File: config.mk
export PLATFORM = sky130hd
export DESIGN_NAME = uart_cmd_decoder_flat
export DESIGN_NICKNAME = d
export VERILOG_FILES = /design/src/rtl/uart_cmd_pkg.sv /design/src/rtl/uart_cmd_if.sv /design/src/rtl/uart_cmd_bcd2bin.sv /design/src/rtl/uart_cmd_decoder.sv /design/src/flat_wrapper.sv
export SDC_FILE = /design/constraint.sdc
export NUM_CORES = 1
export LEC_CHECK = 0
export CAP_MARGIN = 40
export CORE_MARGIN = 2
export CORE_UTILIZATION = 57
export CTS_CLUSTER_SIZE = 30
export DETAILED_ROUTE_END_ITERATION = 8
export GPL_TIMING_DRIVEN = 0
export PLACE_DENSITY = 0.81
export RECOVER_POWER = 100
export SLEW_MARGIN = 20
export SYNTH_ARGS = -nofsm -noshare
export SYNTH_HDL_FRONTEND = slang
export SYNTH_SLANG_ARGS = --single-unit
export TNS_END_PERCENT = 50
File: constraint.sdc
create_clock -name clk -period 3.7 [get_ports clk]
set_clock_uncertainty 0.05 [all_clocks]
set_input_delay 0.555 -clock clk [delete_from_list [all_inputs] [get_ports clk]]
set_output_delay 0.555 -clock clk [all_outputs]
set_load 0.01 [all_outputs]
File: src/rtl/uart_cmd_pkg.sv
// ============================================================================
// Module   : uart_cmd_pkg
// Purpose  : Shared types and constants for the UART command decoder: the
//            decoder state type, the ASCII command bytes, time-field limits,
//            the digit count of a set command and a small byte helper.
// Ports    : none (package)
// Revision : 1.0 - initial release
// ============================================================================
`default_nettype none

package uart_cmd_pkg;

  typedef enum logic [1:0] {
    ST_IDLE  = 2'd0,
    ST_SET   = 2'd1,
    ST_CHECK = 2'd2
  } state_t;

  localparam int BYTE_W  = 8;
  localparam int DIGIT_W = 4;
  localparam int BIN_W   = 7;

  localparam logic [BYTE_W-1:0] ASCII_R    = 8'h52;
  localparam logic [BYTE_W-1:0] ASCII_C    = 8'h43;
  localparam logic [BYTE_W-1:0] ASCII_M    = 8'h4D;
  localparam logic [BYTE_W-1:0] ASCII_T    = 8'h54;
  localparam logic [BYTE_W-1:0] ASCII_CR   = 8'h0D;
  localparam logic [BYTE_W-1:0] ASCII_LF   = 8'h0A;
  localparam logic [BYTE_W-1:0] ASCII_SP   = 8'h20;
  localparam logic [BYTE_W-1:0] ASCII_ZERO = 8'h30;
  localparam logic [BYTE_W-1:0] ASCII_NINE = 8'h39;

  localparam int HOUR_MAX    = 23;
  localparam int MIN_SEC_MAX = 59;
  localparam int SET_DIGITS  = 6;
  localparam int NUM_FIELDS  = SET_DIGITS / 2;

  // Fold lower-case letters onto upper case so commands compare once.
  function automatic logic [BYTE_W-1:0] to_upper(input logic [BYTE_W-1:0] b);
    logic [BYTE_W-1:0] r;
    r = b;
    if ((b >= 8'h61) && (b <= 8'h7A)) begin
      r = b - 8'h20;
    end
    return r;
  endfunction

  function automatic logic is_digit(input logic [BYTE_W-1:0] b);
    return (b >= ASCII_ZERO) && (b <= ASCII_NINE);
  endfunction

endpackage

`default_nettype wire

File: src/rtl/uart_cmd_if.sv
// ============================================================================
// Module   : uart_cmd_if
// Purpose  : First-word-fall-through RX FIFO read port.
// Signals  : rdata - head byte, valid while empty is low
//            empty - FIFO empty flag
//            pop   - consume the head byte this cycle
// Modports : master - FIFO side (drives rdata/empty, reads pop)
//            slave  - consumer side (reads rdata/empty, drives pop)
// Revision : 1.0 - initial release
// ============================================================================
`default_nettype none

interface uart_cmd_if;
  import uart_cmd_pkg::*;

  logic [BYTE_W-1:0] rdata;
  logic              empty;
  logic              pop;

  modport master (output rdata, output empty, input pop);
  modport slave  (input rdata, input empty, output pop);

endinterface

`default_nettype wire

File: src/rtl/uart_cmd_bcd2bin.sv
// ============================================================================
// Module   : uart_cmd_bcd2bin
// Purpose  : Converts a two-digit decimal number (tens, ones) into binary.
//            The result is 7 bits wide so 00..99 is represented exactly.
// Ports    : tens_i [3:0] - tens digit
//            ones_i [3:0] - ones digit
//            bin_o  [6:0] - tens*10 + ones
// Revision : 1.0 - initial release
// ============================================================================
`default_nettype none

module uart_cmd_bcd2bin
  import uart_cmd_pkg::*;
(
  input  logic [DIGIT_W-1:0] tens_i,
  input  logic [DIGIT_W-1:0] ones_i,
  output logic [BIN_W-1:0]   bin_o
);

  assign bin_o = ({3'b000, tens_i} * 7'd10) + {3'b000, ones_i};

endmodule

`default_nettype wire

File: src/rtl/uart_cmd_decoder.sv
// ============================================================================
// Module   : uart_cmd_decoder
// Purpose  : Decodes ASCII commands from an RX FIFO into stopwatch/watch
//            control pulses and a time-set command "Thhmmss".
// Ports    : clk           - system clock, rising edge
//            rst           - asynchronous active-high reset
//            fifo          - RX FIFO read port (uart_cmd_if.slave)
//            run_toggle_o  - pulse: stopwatch run/stop
//            clear_o       - pulse: stopwatch clear
//            mode_toggle_o - pulse: watch/stopwatch display select
//            set_valid_o   - pulse: set_hour/min/sec newly loaded
//            set_hour_o    - hour 0..23, held
//            set_min_o     - minute 0..59, held
//            set_sec_o     - second 0..59, held
//            err_o         - pulse: rejected byte, value or timeout
//            busy_o        - a set command is in progress
// Config   : define UART_CMD_TIMEOUT_EN to abort a partial set command after
//            TIMEOUT_CYC cycles without a byte.
// Revision : 1.0 - initial release
// ============================================================================
`default_nettype none

module uart_cmd_decoder
  import uart_cmd_pkg::*;
#(
  parameter int TIMEOUT_CYC = 100_000_000
) (
  input  logic       clk,
  input  logic       rst,
  uart_cmd_if.slave  fifo,
  output logic       run_toggle_o,
  output logic       clear_o,
  output logic       mode_toggle_o,
  output logic       set_valid_o,
  output logic [4:0] set_hour_o,
  output logic [5:0] set_min_o,
  output logic [5:0] set_sec_o,
  output logic       err_o,
  output logic       busy_o
);

  localparam logic [2:0]       DCNT_LAST   = 3'(SET_DIGITS - 1);
  localparam logic [BIN_W-1:0] HOUR_MAX_B  = 7'(HOUR_MAX);
  localparam logic [BIN_W-1:0] MS_MAX_B    = 7'(MIN_SEC_MAX);

  state_t                          state_q, state_d;
  logic [2:0]                      dcnt_q, dcnt_d;
  logic [SET_DIGITS-1:0][DIGIT_W-1:0] dig_q, dig_d;

  logic run_q, run_d;
  logic clr_q, clr_d;
  logic mode_q, mode_d;
  logic setv_q, setv_d;
  logic err_q, err_d;
  logic [4:0] hour_q, hour_d;
  logic [5:0] min_q, min_d;
  logic [5:0] sec_q, sec_d;

  logic              pop_req;
  logic [BYTE_W-1:0] byte_uc;
  logic              byte_is_digit;
  logic [BIN_W-1:0]  field_bin [NUM_FIELDS];
  logic              fields_ok;

`ifdef UART_CMD_TIMEOUT_EN
  localparam int TMO_W = (TIMEOUT_CYC > 2) ? $clog2(TIMEOUT_CYC) : 1;
  // Compared one cycle early so err lands TIMEOUT_CYC cycles after the
  // last consumed byte.
  localparam logic [TMO_W-1:0] TMO_FIRE = TMO_W'(TIMEOUT_CYC - 2);
  logic [TMO_W-1:0] tmo_q, tmo_d;
`else
  logic unused_timeout_cfg;
  assign unused_timeout_cfg = (TIMEOUT_CYC != 0);
`endif

  assign byte_uc       = to_upper(fifo.rdata);
  assign byte_is_digit = is_digit(fifo.rdata);

  // Digit order in dig_q is arrival order: [0]=hour tens ... [5]=sec ones.
  for (genvar gi = 0; gi < NUM_FIELDS; gi++) begin : g_field
    uart_cmd_bcd2bin u_bcd2bin (
      .tens_i (dig_q[2*gi]),
      .ones_i (dig_q[2*gi+1]),
      .bin_o  (field_bin[gi])
    );
  end

  // Limits are checked on the full 7-bit value so e.g. 99 cannot alias into
  // range after truncation.
  assign fields_ok = (field_bin[0] <= HOUR_MAX_B) &&
                     (field_bin[1] <= MS_MAX_B) &&
                     (field_bin[2] <= MS_MAX_B);

  always_comb begin
    state_d = state_q;
    dcnt_d  = dcnt_q;
    dig_d   = dig_q;
    hour_d  = hour_q;
    min_d   = min_q;
    sec_d   = sec_q;
    run_d   = 1'b0;
    clr_d   = 1'b0;
    mode_d  = 1'b0;
    setv_d  = 1'b0;
    err_d   = 1'b0;
    pop_req = 1'b0;
`ifdef UART_CMD_TIMEOUT_EN
    tmo_d   = tmo_q;
`endif

    case (state_q)
      ST_IDLE: begin
        if (!fifo.empty) begin
          pop_req = 1'b1;
`ifdef UART_CMD_TIMEOUT_EN
          tmo_d   = '0;
`endif
          case (byte_uc)
            ASCII_R: run_d  = 1'b1;
            ASCII_C: clr_d  = 1'b1;
            ASCII_M: mode_d = 1'b1;
            ASCII_T: begin
              state_d = ST_SET;
              dcnt_d  = '0;
              dig_d   = '0;
            end
            ASCII_CR, ASCII_LF, ASCII_SP: begin
            end
            default: err_d = 1'b1;
          endcase
        end
      end

      ST_SET: begin
        if (!fifo.empty) begin
          pop_req = 1'b1;
`ifdef UART_CMD_TIMEOUT_EN
          tmo_d   = '0;
`endif
          if (byte_is_digit) begin
            dig_d[dcnt_q] = fifo.rdata[DIGIT_W-1:0];
            if (dcnt_q == DCNT_LAST) begin
              state_d = ST_CHECK;
              dcnt_d  = '0;
            end else begin
              dcnt_d  = dcnt_q + 3'd1;
            end
          end else begin
            err_d   = 1'b1;
            state_d = ST_IDLE;
            dcnt_d  = '0;
            dig_d   = '0;
          end
        end
`ifdef UART_CMD_TIMEOUT_EN
        else if (tmo_q == TMO_FIRE) begin
          err_d   = 1'b1;
          state_d = ST_IDLE;
          dcnt_d  = '0;
          dig_d   = '0;
          tmo_d   = '0;
        end else begin
          tmo_d   = tmo_q + 1'b1;
        end
`endif
      end

      ST_CHECK: begin
        state_d = ST_IDLE;
        dcnt_d  = '0;
        dig_d   = '0;
        if (fields_ok) begin
          hour_d = field_bin[0][4:0];
          min_d  = field_bin[1][5:0];
          sec_d  = field_bin[2][5:0];
          setv_d = 1'b1;
        end else begin
          err_d  = 1'b1;
        end
      end

      default: begin
        state_d = ST_IDLE;
        dcnt_d  = '0;
        dig_d   = '0;
      end
    endcase
  end

  always_ff @(posedge clk or posedge rst) begin
    if (rst) begin
      state_q <= ST_IDLE;
      dcnt_q  <= '0;
      dig_q   <= '0;
      run_q   <= 1'b0;
      clr_q   <= 1'b0;
      mode_q  <= 1'b0;
      setv_q  <= 1'b0;
      err_q   <= 1'b0;
      hour_q  <= '0;
      min_q   <= '0;
      sec_q   <= '0;
`ifdef UART_CMD_TIMEOUT_EN
      tmo_q   <= '0;
`endif
    end else begin
      state_q <= state_d;
      dcnt_q  <= dcnt_d;
      dig_q   <= dig_d;
      run_q   <= run_d;
      clr_q   <= clr_d;
      mode_q  <= mode_d;
      setv_q  <= setv_d;
      err_q   <= err_d;
      hour_q  <= hour_d;
      min_q   <= min_d;
      sec_q   <= sec_d;
`ifdef UART_CMD_TIMEOUT_EN
      tmo_q   <= tmo_d;
`endif
    end
  end

  // pop is combinational on the FIFO flag; gating with rst keeps the FIFO
  // from losing a byte that the held-in-reset state never consumes.
  assign fifo.pop      = pop_req & ~rst;

  assign run_toggle_o  = run_q;
  assign clear_o       = clr_q;
  assign mode_toggle_o = mode_q;
  assign set_valid_o   = setv_q;
  assign err_o         = err_q;
  assign set_hour_o    = hour_q;
  assign set_min_o     = min_q;
  assign set_sec_o     = sec_q;
  assign busy_o        = (state_q == ST_SET) || (state_q == ST_CHECK);

endmodule

`default_nettype wire
File: src/flat_wrapper.sv
// flat-port wrapper written by rule: the top's interface ports become plain ports
module uart_cmd_decoder_flat import uart_cmd_pkg::*;
#(
  parameter int TIMEOUT_CYC = 100_000_000
)
  (clk, rst, run_toggle_o, clear_o, mode_toggle_o, set_valid_o, set_hour_o, set_min_o, set_sec_o, err_o, busy_o, fifo_rdata, fifo_empty, fifo_pop);
  uart_cmd_if fifo_i ();
  input  logic clk;
  input  logic rst;
  output logic run_toggle_o;
  output logic clear_o;
  output logic mode_toggle_o;
  output logic set_valid_o;
  output logic [4:0] set_hour_o;
  output logic [5:0] set_min_o;
  output logic [5:0] set_sec_o;
  output logic err_o;
  output logic busy_o;
  input wire logic [$bits(fifo_i.rdata)-1:0] fifo_rdata;
  input wire logic [$bits(fifo_i.empty)-1:0] fifo_empty;
  output wire logic [$bits(fifo_i.pop)-1:0] fifo_pop;
  assign fifo_i.rdata = fifo_rdata;
  assign fifo_i.empty = fifo_empty;
  assign fifo_pop = fifo_i.pop;
  uart_cmd_decoder #(.TIMEOUT_CYC(TIMEOUT_CYC)) u_core (.clk(clk), .rst(rst), .fifo(fifo_i), .run_toggle_o(run_toggle_o), .clear_o(clear_o), .mode_toggle_o(mode_toggle_o), .set_valid_o(set_valid_o), .set_hour_o(set_hour_o), .set_min_o(set_min_o), .set_sec_o(set_sec_o), .err_o(err_o), .busy_o(busy_o));
endmodule
# --- Word level (Yosys, flattened, before mapping) ---
# Index checks and enable logic that the tools add are counted.
totals:
  register_bits: 51
  inputBits: 11
  elab_cells: 101
op_classes:
  bitwise: 2
  eq_ne: 14
  n_addsub: 5
  n_lt_le_gt_ge: 9
  n_mux: 40
  mul: 3
  reduce_logical: 12
op_table:
  columns: ["cell", "count"]
  rows:
  - ["$mux W24", 4]
  - ["$pmux W24 S2", 1]
  - ["$eq A8 B7 Y1 const B", 4]
  - ["$bwmux W24", 1]
  - ["$add A7 B4 Y7", 3]
  - ["$mul A4 B3 Y6 const B", 3]
  - ["$mux W1", 18]
  - ["$eq A8 B4 Y1 const B", 2]
  - ["$mux W3", 5]
  - ["$le A7 B6 Y1 const B", 2]
  - ["$demux W4 S3", 1]
  - ["$mux W2", 5]
  - ["$eq A8 B6 Y1 const B", 1]
  - ["$ge A8 B6 Y1 const B", 1]
  - ["$ge A8 B7 Y1 const B", 1]
  - ["$le A8 B6 Y1 const B", 1]
  - ["$le A8 B7 Y1 const B", 1]
  - ["$mux W8", 1]
  - ["$sub A8 B6 Y8 const B", 1]
  - ["$le A7 B5 Y1 const B", 1]
  - ["$reduce_or A7 Y1", 1]
  - ["$ne A2 B2 Y1 const B", 3]
  - ["$pmux W3 S2", 1]
  - ["$logic_and A1 B1 Y1", 5]
  - ["other kinds (18)", 18]

# --- Depth between registers and ports, before layout ---
# Gate-level depths: netlist of the first run.
depth:
  ltp_word: 8
  depth_mapped: 11
  mapped_depth_nobuf: 10

# --- Cells and area by module ---
# A second synthesis of the first run with hierarchy kept.
hier_totals:
  cells_unflattened: 274
  area_unflattened_um2: 3029.2
modules_own_cells:
  columns: ["module", "cells_each", "instances", "area_each_um2"]
  rows:
  - ["uart_cmd_decoder", 208, 1, 2368.5]
  - ["uart_cmd_bcd2bin", 22, 3, 220.2]

# --- Worst setup path after synthesis of the first run ---
# Ideal clock, no wire load.
synth_path:
  path_type: "flip-flop to flip-flop"
  startpoint: "reg u_core.dig_q[17] (netlist bit)"
  endpoint: "reg u_core.hour_q[0], in the netlist u_core.set_hour_o[0]"
  path_stages_with_launch: 12
  n_path_buf: 1
  slack_ps: 695
  setup_ps: 125
  arrival_ps: 2830
  path_cell_list: "dfrtp_1 > ha_1 > ha_1 > inv_1 > fa_1 > nand3_1 > a211oi_1 > maj3_1 > o21ai_1 > nand4_4 > buf_6 > mux2_4"
synth_between:
  elab_chain_len: 5
synth_lines:
  columns: ["item", "line_no", "source"]
  rows:
  - ["from (decl)", "uart_cmd_decoder.sv:48", "logic [SET_DIGITS-1:0][DIGIT_W-1:0] dig_q, dig_d;"]
  - ["from (signal assigned)", "uart_cmd_decoder.sv:209", "dig_q <= dig_d;"]
  - ["$mul A4 B3 Y6", "uart_cmd_bcd2bin.sv:20", "assign bin_o = ({3'b000, tens_i} * 7'd10) + {3'b000, ones_i};"]
  - ["$add A7 B4 Y7", "uart_cmd_bcd2bin.sv:20", null]
  - ["$le A7 B6 Y1", "uart_cmd_decoder.sv:92", "(field_bin[2] <= MS_MAX_B);"]
  - ["$logic_and A1 B1 Y1", "uart_cmd_decoder.sv:91", "(field_bin[1] <= MS_MAX_B) &&"]
  - ["$reduce_and A2 Y1 (no source line)", null, null]
  - ["to (signal assigned)", "uart_cmd_decoder.sv:215", "hour_q <= hour_d;"]
  - ["to (decl)", "uart_cmd_decoder.sv:55", "logic [4:0] hour_q, hour_d;"]
# Every way passes these cells.
# A chain may end at the register's enable or synchronous reset.

# --- Worst setup path in the final report of the first run ---
layout_path:
  startpoint: "reg u_core.dig_q[17] (netlist bit)"
  endpoint: "reg u_core.sec_q[5], in the netlist u_core.set_sec_o[5]"
layout_between:
  elab_chain_len: 5
layout_lines:
  columns: ["item", "line_no", "source"]
  rows:
  - ["$mul A4 B3 Y6 (*)", "uart_cmd_bcd2bin.sv:20", null]
  - ["$add A7 B4 Y7 (*)", "uart_cmd_bcd2bin.sv:20", null]
  - ["$le A7 B6 Y1", "uart_cmd_decoder.sv:92", null]
  - ["$logic_and A1 B1 Y1", "uart_cmd_decoder.sv:91", null]
  - ["$reduce_and A2 Y1 (no source line)", null, null]
  - ["to (signal assigned)", "uart_cmd_decoder.sv:202", "sec_q <= '0;"]
  - ["to (signal assigned)", "uart_cmd_decoder.sv:217", "sec_q <= sec_d;"]
  - ["to (decl)", "uart_cmd_decoder.sv:57", "logic [5:0] sec_q, sec_d;"]
# Every way passes the cells marked *; elsewhere a longest branch is shown, timed or not.

==> parameters.txt, run 1 <==
Parameter                              Value

Layout
  Area delta synth->final ... 14.6%
  Nets ... 361
  Number of inserted diodes ... 0
  Ratio of cells with drive above 1 in the final layout ... 9.06%

Floorplan
  Die outline area ... 0.00614 mm2
  Standard-cell rows ... 27
  Floorplan die width ... 78.4 um
  Area of the core ... 0.00544 mm2
  Effective utilization at floorplan ... 58.0%
  Number of top-level pins ... 35
  Die Span Y ... 78.4 um

GRT
  Wire length of the first global-routing pass ... 10700 um
  Largest net degree at the start of global routing ... 31
  Total GRT Usage ... 22.2%
  Overflow left after global routing ... 0
  Number of antenna violations at the first check in global routing ... 0
  Via count of the first global-routing pass ... 2284

Pwr
  Final Power ... 1.03 mW
  Worst IR drop on VDD ... 214 uV
  Static leakage power ... 1.74 nW
  Cell Pwr Density ... 286 mW/mm2

Hold path
  HP Class ... register to register

Critical path
  Crit path max-delay cell type ... sky130_fd_sc_hd__fa_1
  WS Path Type ... register to register
  R2r setup slk ... 0.32 ns
  Critical path's most frequent cell ... sky130_fd_sc_hd__ha_1
  Critical Path Source ... u_core.dig_q[17]
  Delay of the slowest cell on the worst path ... 0.48 ns
  Required time worst endpoint ... 3.84 ns
  Startpoint of the most critical register-to-register path ... u_core.dig_q[17]
  Type of origin of the critical path ... register
  Worst path cell trace ... ha_1 > ha_1 > inv_1 > fa_1 > nand3_1 > a211oi_1 > maj3_1 > o21ai_1 > nand4_4 > buf_6 > mux2_1
  Type of destination of the critical path ... register
  CP Capture Point ... u_core.set_sec_o[5]
  Capturing point of the worst reg2reg path ... u_core.set_sec_o[5]
  Largest fanout on the critical path ... 10
  Data arrival time at the worst-slack endpoint ... 3.52 ns
  Logic depth of the worst register-to-register path ... 11

Yosys
  Yosys warns ... 0
  Syn nets ... 322
  Dominant cell by count in the synthesized netlist ... sky130_fd_sc_hd__dfrtp_1
  Mean cell area of the mapped netlist ... 11.2 um2
  Number of unique standard cell types used by synthesis ... 58
  Largest cells by area after synthesis ... sky130_fd_sc_hd__dfrtp_1 40%, sky130_fd_sc_hd__ha_1 9.5%, sky130_fd_sc_hd__o2bb2ai_1 5.6%
  Mapped Area ... 0.00315 mm2
  Synth cell count leaders ... 51 x sky130_fd_sc_hd__dfrtp_1, 24 x sky130_fd_sc_hd__ha_1, 23 x sky130_fd_sc_hd__inv_1, 20 x sky130_fd_sc_hd__o2bb2ai_1, 16 x sky130_fd_sc_hd__nand2_1
  Top-area cell type share of the netlist area ... 40.5%
  Synthesized flop and latch total ... 51
  Share of flip-flops with an asynchronous set or reset after synthesis ... 100%
  Post-synth top area cell ... sky130_fd_sc_hd__dfrtp_1
  EDFF count, synth ... 0
  Flip-flop cell with the highest count after synthesis ... sky130_fd_sc_hd__dfrtp_1
  Sequential-to-total area share from yosys stat ... 40.5%
  Post-synthesis instance total ... 281

Clock tree
  Clk pin slew, worst setup/hold paths ... 0.09 ns
  Number of buffers created by CTS ... 5
  Hold-fix buffer count after cts ... 0
  CTS max path bufs ... 2
  Root Buffer ... sky130_fd_sc_hd__clkbuf_8
  Number of gates resized after CTS ... 0
  Clock tree from TritonCTS ... done
  Post-CTS Repair Setup Buffers ... 0
  Sinks on Clock Net ... 51
  Clk Latency, worst-skew pair ... 0.31 ns
  Number of H-tree levels ... 2

Drt
  Iteration count of the initial detailed-routing pass ... 4
  WL/cell ... 15.3 um
  Number of DRC markers after the initial detailed-route iteration ... 91
  Drt total wl ... 6000 um
  Antenna viol nets, final ... 0
  Via-to-Cell Ratio ... 5.77
  Via Count ... 2262
  DRC violation count after routing ... 0

Timing
  WHS ... 0.445 ns
  Finish-stage setup viols ... 0
  Final hold vios ... 0
  Aggregate negative setup slack ... 0 ns
  Achievable Freq ... 0.296 GHz
  Post-layout minimum cycle time ... 3.38 ns
  Max-slew headroom at the worst pin ... -7.39%
  Final count of pins violating max slew ... 31
  RSZ-0062 raised after global routing ... no
  Final period util ... 91.4%
  Slew @ Worst Pin ... 1.61 ns

Job
  Max Cap Violations ... 1

Placed design
  RePlAce Congestion ... 0.811
  Count of input and output buffers ... 31
  HPWL Detailed ... 4480 um

Outcome
  Status ... finished, violations left
  Failing checks ... capacitance limit, slew limit
-- cell type report --
type | count | area (um2)
tap | 72 | 90.1
multi-input combinational | 198 | 1690
timing repair buffer | 32 | 314
fill | 442 | 1830
inverter | 23 | 86.3
sequential | 51 | 1280
clock buffer | 5 | 68.8
buffer | 9 | 47.5
clock inverter | 2 | 37.5
-- sequential cells by signal, indices dropped and copies added, names as in the netlist, 2 cells and up --
signal and cells:
u_core.dig_q 24, u_core.set_hour_o 5, u_core.dcnt_q 3, u_core.state_q 2, u_core.set_min_o 6, u_core.set_sec_o 6
-- worst min-delay path by stage --
stage / start / to / slack [ns] / cells past startpoint
after global placement: u_core.dig_q[20] / u_core.dig_q[20] / 0.42 / 1
after CTS: u_core.dig_q[20] / u_core.dig_q[20] / 0.45 / 1
after global routing: u_core.set_hour_o[2] / u_core.set_hour_o[2] / 0.46 / 1
after floorplan: u_core.dig_q[12] / u_core.dig_q[12] / 0.40 / 1
final: u_core.set_hour_o[2] / u_core.set_hour_o[2] / 0.44 / 1
after detailed placement: u_core.dig_q[20] / u_core.dig_q[20] / 0.43 / 1
-- metrics by stage --
| stage | setup slack [ns] | util, % | instance area, um2 | instances |
|---|---|---|---|---|
| final | 0.318 | 66.4 | 3610 | 392 |
| after global routing | 0.151 | 66.4 | 3610 | 392 |
| after CTS | 0.296 | 67.7 | 3680 | 392 |
| after detailed placement | 0.319 | 65.7 | 3570 | 385 |
| after global placement | 0.404 | 65.4 | 3550 | 384 |
| after floorplan | 0.695 | - | 3150 | 281 |
-- cell usage in the layout (no fill, tap or decap), types with 3 or more instances in the layout --
| cell | count |
|---|---|
| sky130_fd_sc_hd__dfrtp_1 | 51 |
| sky130_fd_sc_hd__nand2_1 | 16 |
| sky130_fd_sc_hd__a21oi_1 | 11 |
| sky130_fd_sc_hd__nand2b_1 | 3 |
| sky130_fd_sc_hd__clkbuf_8 | 5 |
| sky130_fd_sc_hd__o31ai_1 | 4 |
| sky130_fd_sc_hd__nand3_1 | 9 |
| sky130_fd_sc_hd__clkbuf_1 | 6 |
| sky130_fd_sc_hd__mux2_2 | 8 |
| sky130_fd_sc_hd__dlygate4sd3_1 | 27 |
| sky130_fd_sc_hd__xor2_1 | 9 |
| sky130_fd_sc_hd__nor3b_1 | 3 |
| sky130_fd_sc_hd__clkdlybuf4s50_1 | 4 |
| sky130_fd_sc_hd__a21o_1 | 3 |
| sky130_fd_sc_hd__fa_1 | 6 |
| sky130_fd_sc_hd__mux2i_1 | 4 |
| sky130_fd_sc_hd__nor2b_1 | 5 |
| sky130_fd_sc_hd__o2bb2ai_1 | 20 |
| sky130_fd_sc_hd__a31oi_1 | 3 |
| sky130_fd_sc_hd__o21ai_0 | 4 |
| sky130_fd_sc_hd__mux2_1 | 7 |
| sky130_fd_sc_hd__nor2_1 | 11 |
| sky130_fd_sc_hd__o211ai_1 | 4 |
| sky130_fd_sc_hd__inv_1 | 23 |
| sky130_fd_sc_hd__xnor2_1 | 4 |
| sky130_fd_sc_hd__ha_1 | 24 |
| sky130_fd_sc_hd__nor3_1 | 3 |
| sky130_fd_sc_hd__a32o_1 | 5 |
-- worst max-delay path: cells and delay by family (launching register included) --
kind	cells	cell delay [ns]
buf+inv	2	0.34
flops	1	0.43
simple gates	2	0.39
compound gates	2	0.35
mux	1	0.32
fa+ha+maj	4	1.38
-- power breakdown --
group | internal, mW | switching, mW
logic | 0.0312 | 0.0590
registers | 0.560 | 0.00201
clock network | 0.198 | 0.182
-- cell families after synthesis --
kind of cell,count (synthesis),share of synthesized area (%)
flip-flops,51,40.5
multiplexers,19,7.46
adder cells (fa/ha/maj),31,13.6
AO/OA/AOI/OAI,65,16.4
AND/OR/NAND/NOR,70,14.0
buffers and inverters,32,4.36
XOR/XNOR,13,3.61
-- layer usage --
metal	track usage (%)	wire, um	share of wire [%]	up-vias
li1	-	-	-	1104
met1	30.2	2830	47	1110
met2	37.0	2940	49	43
met3	4.60	180	3.0	5
met4	5.09	44	0.73	0
met5	0	0	0	-
Note: power is estimated with default switching activity, not from simulation.
==> run 2, diff against run 1 <==
SKIP_LAST_GASP = 1   (was default)
SLEW_MARGIN = 10   (was 20)
==> run 2 against run 1 <==
  * The run still ends with capacitance limit, slew limit left
  * Fmax rose by 0.41%
  * Critical path depth decreased by 1
  * Flip-flop and latch count unchanged
  * Register-to-register slack barely moved
  * First-iteration DRC count is 33% higher
  * Routed wire length rose by 3.6%
  * Count of clock-buffer cells in the layout increased by 1
  * Cell area grew 0.62%
  * Final cell count is 0.26% higher
  * Sequential share of layout area fell by 0.22 points
  * Total power increased by 2.9%
  * Clock power up 7.6%
==> parameters.txt, run 2 (synthesis gave the netlist of run 1 again) <==
Parameter                              Value

Drt
  DRC violation count after routing ... 0 (unchanged)
  Uppermost layer routed ... met4
  Via-to-Cell Ratio ... 5.78 (about the same)
  Iteration count of the initial detailed-routing pass ... 4 (unchanged)
  Via Count ... 2270 (+0.35%)
  Antenna viol nets, final ... 0 (unchanged)
  Drt total wl ... 6210 um (+3.6%)
  Routed metal-1 wire length ... 2980 um (+5.2%)
  Met3 wire length ... 170 um (-5.6%)
  Routed met2 length ... 2950 um (+0.41%)
  Number of DRC markers after the initial detailed-route iteration ... 121 (+33%)
  WL/cell ... 15.8 um (+3.3%)

Outcome
  Failing checks ... capacitance limit, slew limit
  Status ... finished, violations left

Layout
  Number of inserted diodes ... 0 (unchanged)
  Ratio of cells with drive above 1 in the final layout ... 9.66% (+0.59 points)
  Nets ... 361 (unchanged)
  Area delta synth->final ... 15.3%
  Most common library cell in the layout ignoring fill and taps ... sky130_fd_sc_hd__dfrtp_1
  Register with the highest flop count ... u_core.dig_q
  Final design area excluding fillers ... 0.00364 mm2 (+0.62%)
  Final Core Density ... 66.9% (+0.41 points)
  Fillers ... 454 (+2.7%)
  Commonest cells after routing, fill and taps aside ... 51 x sky130_fd_sc_hd__dfrtp_1, 27 x sky130_fd_sc_hd__dlygate4sd3_1, 24 x sky130_fd_sc_hd__ha_1, 23 x sky130_fd_sc_hd__inv_1, 20 x sky130_fd_sc_hd__o2bb2ai_1
  Final cell count without fillers ... 393 (+0.26%)
  Number of flip-flops under the largest register name ... 24 (unchanged)

Timing
  Aggregate negative setup slack ... 0 ns (unchanged)
  Final count of pins violating max slew ... 40 (+29%)
  Final period util ... 91.0% (-0.37 points)
  Finish-stage setup viols ... 0 (unchanged)
  RSZ-0062 raised after global routing ... no
  Achievable Freq ... 0.297 GHz (+0.41%)
  Post-layout minimum cycle time ... 3.37 ns (-0.0139 ns)
  Max-slew headroom at the worst pin ... -19.8% (-12 points)
  Min setup slack post-route ... 0.332 ns (+0.0139 ns)
  WHS ... 0.446 ns (+0.00109 ns)
  Slew @ Worst Pin ... 1.80 ns (+0.186 ns)
  Final hold vios ... 0 (unchanged)

Clock tree
  CTS max path bufs ... 2 (unchanged)
  Root Buffer ... sky130_fd_sc_hd__clkbuf_8
  Number of gates resized after CTS ... 0 (unchanged)
  Number of buffers created by CTS ... 5 (unchanged)
  Clock tree from TritonCTS ... done
  Post-CTS Repair Setup Buffers ... 0 (unchanged)
  Number of H-tree levels ... 2 (unchanged)
  Sinks on Clock Net ... 51 (unchanged)
  Clk Latency, worst-skew pair ... 0.31 ns (about the same)
  Clk pin slew, worst setup/hold paths ... 0.09 ns (about the same)
  Hold-fix buffer count after cts ... 0 (unchanged)

Placed design
  RePlAce Congestion ... 0.811 (unchanged)
  Placed cell count ... 385 (unchanged)
  HPWL Detailed ... 4490 um (+0.24%)
  Count of input and output buffers ... 31 (unchanged)
  Setup Slack @ Placement ... 0.335 ns (+0.0157 ns)
  Instance area at placement ... 0.00357 mm2 (unchanged)

Floorplan
  Area of the core ... 0.00544 mm2 (unchanged)
  Die Span Y ... 78.4 um (unchanged)
  Standard-cell rows ... 27 (unchanged)
  Effective utilization at floorplan ... 58.0% (unchanged)
  Floorplan die width ... 78.4 um (unchanged)
  Number of top-level pins ... 35 (unchanged)
  Die outline area ... 0.00614 mm2 (unchanged)

Critical path
  Delay of the slowest cell on the worst path ... 0.50 ns (+0.02 ns)
  Worst path cell trace ... ha_1 > ha_1 > inv_1 > fa_1 > nor4b_4 > xnor2_1 > a211oi_2 > nand4_4 > buf_6 > mux2_1
  Required time worst endpoint ... 3.85 ns (about the same)
  Type of destination of the critical path ... register
  Crit path max-delay cell type ... sky130_fd_sc_hd__fa_1
  Worst path bufs/invs ... 2 (unchanged)
  Critical path's most frequent cell ... sky130_fd_sc_hd__ha_1
  WS Path Type ... register to register
  Top Family by Delay on Critical Path ... adder cells
  Data arrival time at the worst-slack endpoint ... 3.52 ns (about the same)
  Type of origin of the critical path ... register
  Largest fanout on the critical path ... 10 (unchanged)

GRT
  Via count of the first global-routing pass ... 2311 (+1.2%)
  Overflow left after global routing ... 0 (unchanged)
  Number of antenna violations at the first check in global routing ... 0 (unchanged)
  Wire length of the first global-routing pass ... 11000 um (+2.6%)
  Largest net degree at the start of global routing ... 40 (+29%)
  Total GRT Usage ... 22.7% (+0.52 points)

Job
  Max Cap Violations ... 1 (unchanged)

Hold path
  HP Class ... register to register

Pwr
  Static leakage power ... 1.76 nW (+1.3%)
  Final Power ... 1.06 mW (+2.9%)
  Worst IR drop on VDD ... 189 uV (-12%)
  Cell Pwr Density ... 292 mW/mm2 (+2.3%)
[run 2: changes by cell type in the layout (fill, tap and decap cells not counted), sizes merged]
cell and change:
clkinv +1, clkinvlp -1, dlymetal6s4s +1
[run 2: routing by layer]
layer | global-route usage [%] | vias to the layer above
met3 | 4.14 | 10
met2 | 36.6 | 44
met5 | 0 | -
met1 | 31.3 | 1116
met4 | 7.72 | 0
li1 | - | 1100
[run 2: worst reg2reg max path: stages, from the launching register on]
cell,delay (ns)
sky130_fd_sc_hd__dfrtp_1,0.45
sky130_fd_sc_hd__ha_1,0.31
sky130_fd_sc_hd__ha_1,0.19
sky130_fd_sc_hd__inv_1,0.06
sky130_fd_sc_hd__fa_1,0.50
sky130_fd_sc_hd__nor4b_4,0.34
sky130_fd_sc_hd__xnor2_1,0.11
sky130_fd_sc_hd__a211oi_2,0.37
sky130_fd_sc_hd__nand4_4,0.28
sky130_fd_sc_hd__buf_6,0.26
sky130_fd_sc_hd__mux2_1,0.32
[run 2: worst paths after layout]
| kind | start | endpoint | depth (start not counted) | slack (ns) |
|---|---|---|---|---|
| worst max-delay path | u_core.dig_q[9] | u_core.set_min_o[5] | 10 | 0.33 |
| worst min-delay path | u_core.dig_q[4] | u_core.dig_q[4] | 1 | 0.45 |
| worst max register to register | u_core.dig_q[9] | u_core.set_min_o[5] | 10 | 0.33 |
| worst min register to register | u_core.dig_q[4] | u_core.dig_q[4] | 1 | 0.45 |
| max in group asynchronous | rst | u_core.dig_q[22] | 3 | 0.74 |
| min in group asynchronous | rst | u_core.err_o | 2 | 0.68 |
[run 2: where the power goes]
| group | switching, mW | internal, mW | leakage, nW |
|---|---|---|---|
| clock network | 0.190 | 0.219 | 0.0612 |
| registers | 0.00203 | 0.560 | 0.711 |
| logic | 0.0598 | 0.0320 | 0.989 |
[run 2: layout make-up]
type | count | area (um2) | share of cell area, %
timing repair buffer | 32 | 323 | 8.88
clock buffer | 6 | 82.6 | 2.27
sequential | 51 | 1280 | 35.1
tap | 72 | 90.1 | 2.48
inverter | 23 | 86.3 | 2.37
multi-input combinational | 198 | 1700 | 46.6
clock inverter | 2 | 35.0 | 0.964
buffer | 9 | 47.5 | 1.31
